**src/rtl/pipeline_control_sequencer.sv**
```systemverilog
// rtl/pipeline_control_sequencer.sv - control decode, pipelined control bits, halt drain and retire count
module pipeline_control_sequencer #(
   parameter int RETIRE_W     = 16,
   parameter int DRAIN_CYCLES = 3
) (
   input  logic                clk,
   input  logic                reset,
   input  logic [15:0]         instruction_ID,
   input  logic                valid_ID,
   input  logic                stall,
   input  logic                flush,
   output logic [3:0]          opcode,
   output logic [1:0]          ImmSrc,
   output logic                ALUsrc,
   output logic                dir,
   output logic                is_unsigned,
   output logic                jump_EX,
   output logic                branch_EX,
   output logic                MemRead_MEM,
   output logic                MemWrite_MEM,
   output logic                RegWrite_MEM,
   output logic                ResultSrc_MEM,
   output logic                RegWrite_WB,
   output logic                halted,
   output logic [RETIRE_W-1:0] retired
);

   localparam int CNT_W = (DRAIN_CYCLES < 2) ? 1 : $clog2(DRAIN_CYCLES + 1);

   typedef enum logic [1:0] {S_IDLE, S_DRAIN, S_HALTED} state_t;

   state_t             state_q;
   logic [CNT_W-1:0]   drain_cnt_q;
   logic               halted_q;

   logic [3:0] op;
   logic       id_active;
   logic       unused_instr_bits;

   logic       dec_reg_write, dec_alu_src, dec_mem_read, dec_mem_write;
   logic       dec_result_src, dec_branch, dec_jump, dec_dir, dec_unsigned;
   logic [1:0] dec_imm_src;

   logic ex_jump_q, ex_branch_q, ex_mem_read_q, ex_mem_write_q;
   logic ex_reg_write_q, ex_result_src_q, ex_valid_q;
   logic wb_reg_write_q, wb_valid_q;
   logic [RETIRE_W-1:0] retired_q;

   assign op                = instruction_ID[15:12];
   assign unused_instr_bits = ^{instruction_ID[11:4], instruction_ID[2:0]};
   // Once a HALT has been accepted nothing younger may reach the datapath.
   assign id_active         = valid_ID && (state_q == S_IDLE);

   always_comb begin
      dec_reg_write  = 1'b0;
      dec_alu_src    = 1'b0;
      dec_mem_read   = 1'b0;
      dec_mem_write  = 1'b0;
      dec_result_src = 1'b0;
      dec_branch     = 1'b0;
      dec_jump       = 1'b0;
      dec_dir        = 1'b0;
      dec_unsigned   = 1'b0;
      dec_imm_src    = 2'b00;
      case (op)
         4'h1, 4'h2, 4'h3, 4'h4, 4'h5: dec_reg_write = 1'b1;
         4'h6: begin
            dec_reg_write = 1'b1;
            dec_dir       = instruction_ID[3];
         end
         4'h7: begin
            dec_reg_write = 1'b1;
            dec_alu_src   = 1'b1;
            dec_imm_src   = 2'b01;
         end
         4'h8: begin
            dec_reg_write  = 1'b1;
            dec_alu_src    = 1'b1;
            dec_mem_read   = 1'b1;
            dec_result_src = 1'b1;
            dec_imm_src    = 2'b01;
         end
         4'h9: begin
            dec_alu_src   = 1'b1;
            dec_mem_write = 1'b1;
            dec_imm_src   = 2'b10;
         end
         4'hA, 4'hB: begin
            dec_branch  = 1'b1;
            dec_imm_src = 2'b11;
         end
         4'hC: begin
            dec_jump    = 1'b1;
            dec_imm_src = 2'b11;
         end
         4'hD: begin
            dec_reg_write = 1'b1;
            dec_unsigned  = 1'b1;
         end
         default: ;
      endcase
   end

   assign opcode      = id_active ? op : 4'h0;
   assign ImmSrc      = id_active ? dec_imm_src : 2'b00;
   assign ALUsrc      = id_active && dec_alu_src;
   assign dir         = id_active && dec_dir;
   assign is_unsigned = id_active && dec_unsigned;

   // Flush and stall both inject an all-zero slot; HALT itself carries no controls and never retires.
   always_ff @(posedge clk or posedge reset) begin
      if (reset) begin
         ex_jump_q       <= 1'b0;
         ex_branch_q     <= 1'b0;
         ex_mem_read_q   <= 1'b0;
         ex_mem_write_q  <= 1'b0;
         ex_reg_write_q  <= 1'b0;
         ex_result_src_q <= 1'b0;
         ex_valid_q      <= 1'b0;
      end else if (flush || stall || !id_active) begin
         ex_jump_q       <= 1'b0;
         ex_branch_q     <= 1'b0;
         ex_mem_read_q   <= 1'b0;
         ex_mem_write_q  <= 1'b0;
         ex_reg_write_q  <= 1'b0;
         ex_result_src_q <= 1'b0;
         ex_valid_q      <= 1'b0;
      end else begin
         ex_jump_q       <= dec_jump;
         ex_branch_q     <= dec_branch;
         ex_mem_read_q   <= dec_mem_read;
         ex_mem_write_q  <= dec_mem_write;
         ex_reg_write_q  <= dec_reg_write;
         ex_result_src_q <= dec_result_src;
         ex_valid_q      <= (op != 4'hF);
      end
   end

   always_ff @(posedge clk or posedge reset) begin
      if (reset) begin
         wb_reg_write_q <= 1'b0;
         wb_valid_q     <= 1'b0;
         retired_q      <= '0;
      end else begin
         wb_reg_write_q <= ex_reg_write_q;
         wb_valid_q     <= ex_valid_q;
         if (wb_valid_q && (state_q != S_HALTED))
            retired_q <= retired_q + RETIRE_W'(1);
      end
   end

   always_ff @(posedge clk or posedge reset) begin
      if (reset) begin
         state_q     <= S_IDLE;
         drain_cnt_q <= '0;
         halted_q    <= 1'b0;
      end else begin
         case (state_q)
            S_IDLE: begin
               if (valid_ID && (op == 4'hF) && !stall && !flush) begin
                  state_q     <= S_DRAIN;
                  drain_cnt_q <= CNT_W'(DRAIN_CYCLES);
               end
            end
            S_DRAIN: begin
               // A flush means the HALT sat on a mispredicted path.
               if (flush) begin
                  state_q     <= S_IDLE;
                  drain_cnt_q <= '0;
               end else if (drain_cnt_q <= CNT_W'(1)) begin
                  state_q     <= S_HALTED;
                  drain_cnt_q <= '0;
                  halted_q    <= 1'b1;
               end else begin
                  drain_cnt_q <= drain_cnt_q - CNT_W'(1);
               end
            end
            S_HALTED: ;
            default: state_q <= S_IDLE;
         endcase
      end
   end

   assign jump_EX       = ex_jump_q;
   assign branch_EX     = ex_branch_q;
   assign MemRead_MEM   = ex_mem_read_q;
   assign MemWrite_MEM  = ex_mem_write_q;
   assign RegWrite_MEM  = ex_reg_write_q;
   assign ResultSrc_MEM = ex_result_src_q;
   assign RegWrite_WB   = wb_reg_write_q;
   assign halted        = halted_q;
   assign retired       = retired_q;

endmodule

```
**config.mk**
```make
export PLATFORM = sky130hd
export DESIGN_NAME = pipeline_control_sequencer
export DESIGN_NICKNAME = d
export VERILOG_FILES = /design/src/rtl/pipeline_control_sequencer.sv
export SDC_FILE = /design/constraint.sdc
export NUM_CORES = 1
export LEC_CHECK = 0
export CAP_MARGIN = 40
export CORE_MARGIN = 2
export CORE_UTILIZATION = 45
export DETAILED_ROUTE_END_ITERATION = 7
export DONT_BUFFER_PORTS = 1
export REMOVE_ABC_BUFFERS = 1
export SYNTH_ARGS = -nofsm -noshare
export SYNTH_HDL_FRONTEND = slang
export SYNTH_SLANG_ARGS = --single-unit
```
**constraint.sdc**
```tcl
create_clock -name clk -period 2.8 [get_ports clk]
set_input_delay 0.28 -clock clk [delete_from_list [all_inputs] [get_ports clk]]
set_output_delay 0.28 -clock clk [all_outputs]
set_load 0.03 [all_outputs]
```
# After elaboration in Yosys (flattened, before gate mapping)
# Index checks and enable logic that the tools add are counted.
# op_classes
n_addsub	2
n_lt_le_gt_ge	1
n_eq_ne	20
muxes	25
n_bitwise	2
n_reduce_logical	23
# ops
cell	n
4-bit == test (second input constant)	7
16-bit by 1-bit adder with 16-bit output (second input constant)	1
4-bit by 3-bit == test with 1-bit output (second input constant)	4
1-bit two-way mux	14
2-bit two-way mux	7
2-bit case mux with 3 select lines	2
9-bit OR reduction	1
4-bit by 2-bit == test with 1-bit output (second input constant)	2
1-bit logical AND	8
3-bit AND reduction	2
3-bit OR reduction	2
4-bit by 1-bit == test with 1-bit output (second input constant)	1
4-bit two-way mux	1
4-bit inequality test (second input constant)	1
2-bit case mux with 2 select lines	1
2-bit OR reduction	2
1-bit zero test	3
3-bit inequality test (second input constant)	1
2-bit by 1-bit == test with 1-bit output (second input constant)	1
2-bit == test (second input constant)	1
2-bit by 1-bit <= comparator with 1-bit output (second input constant)	1
2-bit zero test	1
1-bit logical OR	2
2-bit by 1-bit inequality test with 1-bit output (second input constant)	1
5 further kinds	6
# word_totals
ff_bits	29
in_bits	21
out_inout_bits	33
elab_cells	85

# Logic depth before layout (Yosys ltp)
# logic_depth
ltp_word	6
depth_mapped	5
mapped_depth_nobuf	5

# Worst setup path after synthesis
# Ideal clock, no wire load.
# synth_timing
path_type	reg-to-output
from	register state_q[0]
to	output port dir
arrival_time_ps	1557
required_time_ps	2520
setup_slack_ps	963
stages_incl_launch_ff	5
n_path_buf	0
cell_sequence	dfrtp_1 > nor2_1 > nand2_1 > nor2_1 > and4_1
# synth_via
elab_chain_len	3
# synth_rtl
item	line_no	text
from (decl)	32	state_t state_q;
from (signal assigned)	154	state_q <= S_IDLE;
from (signal assigned)	161	state_q <= S_DRAIN;
from (signal assigned)	168	state_q <= S_IDLE;
2-bit zero test	52	assign id_active = valid_ID && (state_q == S_IDLE);
1-bit logical AND	52	
1-bit logical AND	107	assign dir = id_active && dec_dir;
to (decl)	15	output logic dir,
# Every way passes these cells.

# Worst setup path in the final report
# Ends and elaborated chain as after synthesis.

==> impl_metrics.yaml <==
outcome:
  status: "finished, final reports clean"
drt:
  drt_iter0_markers: 17
  avgViaCountPerCell: 5.67
  routed_wl_mm: 2.41
  wl_per_cell_um: 14.4
  vias: 947
  firstDrtPassIters: 4
  ant_nets: 0
  drc_errors: 0
floorplanning:
  core-area_sq_um: 2780
  die_area_sq_um: 3420
  ioPinCount: 54
  rows: 19
  start_util_pct: 48.1
  die_w_um: 58.5
  die_h_um: 58.5
pwr:
  fin_total_pwr_uw: 801
  p_per_area_nw_per_um2: 525
  leakagePower_uw: 0.000749
  ir_drop_uv: 325
clock_tree:
  cts_buffers: 5
  h-tree-depth: 2
  clock-sinks: 29
  clk_pin_slew_ns: 0.09
  clk_path_buf_depth: 2
  cts_setup_buffers: 0
  cts-root-buf: "clkbuf_4"
  hold_buffers: 1
  clock_latency_ns: 0.31
  cts_resized: 0
  cts_tree: "yes"
global_route:
  grt.total_usage_pct: 15.0
  overflow: 0
  grt_pass1_vias: 904
  grt_max_degree: 23
  grt_pass1_wl_mm: 3.84
  antenna_found_initial: 0
placement:
  routabilityCongestion: 0.774
  placed_cell_area_sq_um: 1400
  pre_cts_slack_ns: 1.07
  dpl.hpwl_mm: 1.80
  placed_cells: 155
  port_buffers: 0
timing:
  relSlewSlack_pct: 63.8
  period_needed_ns: 2.04
  finalCritPeriodShare_pct: 72.9
  finalSetupViolations: 0
  hold_violations: 0
  drv_slew: 0
  worst_pin_slew_ns: 0.540
  finalSetupTns_ns: 0
  fin_ws_ns: 0.760
  skew_ns: 0.00771
  max_freq_mhz: 490
  rsz0062_at_grt: "no"
synth:
  synthCells: 124
  yosysWarnings: 0
  syn_area_sq_um: 1340
  yosysTopAreaCell: "dfrtp_1"
  synth.ff_latch_count: 29
  ys_seq_area_share_pct: 54.3
  ys_types: 33
  async_flop_share_pct: 100
  synth_top_area_share_pct: 54.3
  netlist_top_cells_count: "dfrtp_1, xnor2_1, nor2_1, nand2_1"
  ys_top_cells_by_area: "dfrtp_1, xnor2_1, nor2_1"
  syn_avg_cell_area_sq_um: 10.8
  synth_most_common_cell: "dfrtp_1"
  synthFlopType: "dfrtp_1"
  synth_edf_count: 0
worst_setup_path:
  worstPathCellList: "nor2_1, nand2_1, nor2_1, buf_4, and4_1"
  crit_fanout: 5
  critPathLaunchType: "register"
  slowest_delay_ns: 0.42
  cp-startpoint: "state_q[0]"
  crit_path_end: "dir"
  crit_required_ns: 2.52
  r2r_slack_ns: 1.03
  cp_common_cell: "nor2_1"
  worstReg2RegStart: "state_q[1]"
  critPathKind: "register to primary output"
  cp-end-kind: "primary output"
  ff2ff_path_depth: 4
  r2r-end: "jump_EX"
  cpMaxStageDelayCell: "dfrtp_1"
  arrival_ns: 1.76
final_layout:
  antenna_cells: 0
  stdcell_area_sq_um: 1530
  fillCellCount: 268
  drive_gt1_share_pct: 11.0
  fin_cells: 167
  final_nets: 157
  syn2layout_area_growth_pct: 14.1
min_path:
  hold_class: "input pin to register"
job:
  drv_cap: 0
[layout by cell type (no fill, tap or decap), types with 5 or more instances in the layout]
cell	Yosys	layout
dfrtp_1	29	29
clkbuf_4	0	5
and3_1	5	5
inv_1	5	5
nor2_1	11	11
nand2_1	10	10
xnor2_1	13	13
[area by class of cell]
cell class / count / area, sq um / area share, %
clock inverter: 1 / 30.0 / 1.97
sequential: 29 / 726 / 47.5
inverter: 5 / 18.8 / 1.23
clock buffer: 7 / 55.1 / 3.61
tap: 31 / 38.8 / 2.54
timing repair buffer: 7 / 82.6 / 5.41
multi-input combinational: 87 / 576 / 37.7
[kinds of logic (layout without fill, tap and decap cells)]
| kind of cell | after synthesis | in the layout | share of synthesized area (%) |
|---|---|---|---|
| and+or+nand+nor | 57 | 57 | 24.8 |
| DFF | 29 | 29 | 54.3 |
| xor gates and xnor gates | 16 | 16 | 10.5 |
| buffers and inverters | 8 | 20 | 2.71 |
| adders and majority gates | 1 | 1 | 0.935 |
| AOI/OAI and AO/OA | 12 | 12 | 5.99 |
| muxes | 1 | 1 | 0.842 |
[registers in the layout, indices dropped and copies added, names as in the netlist]
| register | cells |
|---|---|
| jump_EX | 1 |
| branch_EX | 1 |
| retired | 16 |
| MemWrite_MEM | 1 |
| drain_cnt_q | 2 |
| RegWrite_MEM | 1 |
| state_q | 2 |
| wb_valid_q | 1 |
| ResultSrc_MEM | 1 |
| halted | 1 |
| RegWrite_WB | 1 |
| ex_valid_q | 1 |
[power breakdown]
| group | leakage [uW] | switching, uW | internal [uW] | total [uW] |
|---|---|---|---|---|
| clock | 0.0000455 | 137 | 213 | 350 |
| combinational | 0.000308 | 17.7 | 13.6 | 31.3 |
| sequential | 0.000395 | 0.703 | 419 | 420 |
[through the flow]
stage / hold WS, ns / utilization, %
after floorplan: 0.331 / -
after CTS: 0.0157 / 53.8
after global placement: 0.335 / 49.4
after detailed placement: 0.182 / 50.4
after global routing: 0.00316 / 54.9
final: 0.0280 / 54.9
[worst min path at each step]
stage | startpoint | endpoint | slack (ns) | cells after the start
floorplan | ex_valid_q | wb_valid_q | 0.33 | 0
global placement | ex_valid_q | wb_valid_q | 0.33 | 0
detailed placement | reset | drain_cnt_q[0] | 0.18 | 1
CTS | instruction_ID[12] | ResultSrc_MEM | 0.02 | 1
global route | instruction_ID[13] | ResultSrc_MEM | 0.003 | 1
finish | instruction_ID[13] | ResultSrc_MEM | 0.03 | 1
[layer usage]
metal	vias up	track usage, %	wire, um
met3	0	7.69	180
met5	-	0	0
met2	35	26.0	1250
met4	0	4.98	0
li1	451	-	-
met1	461	15.7	982
[worst max-delay path, delay by kind of cell (launching register included)]
family | cells | cell delay [ns]
buffers and inverters | 1 | 0.17
DFF | 1 | 0.42
and+or+nand+nor | 4 | 0.85
Power figures use the tool's default switching activity.
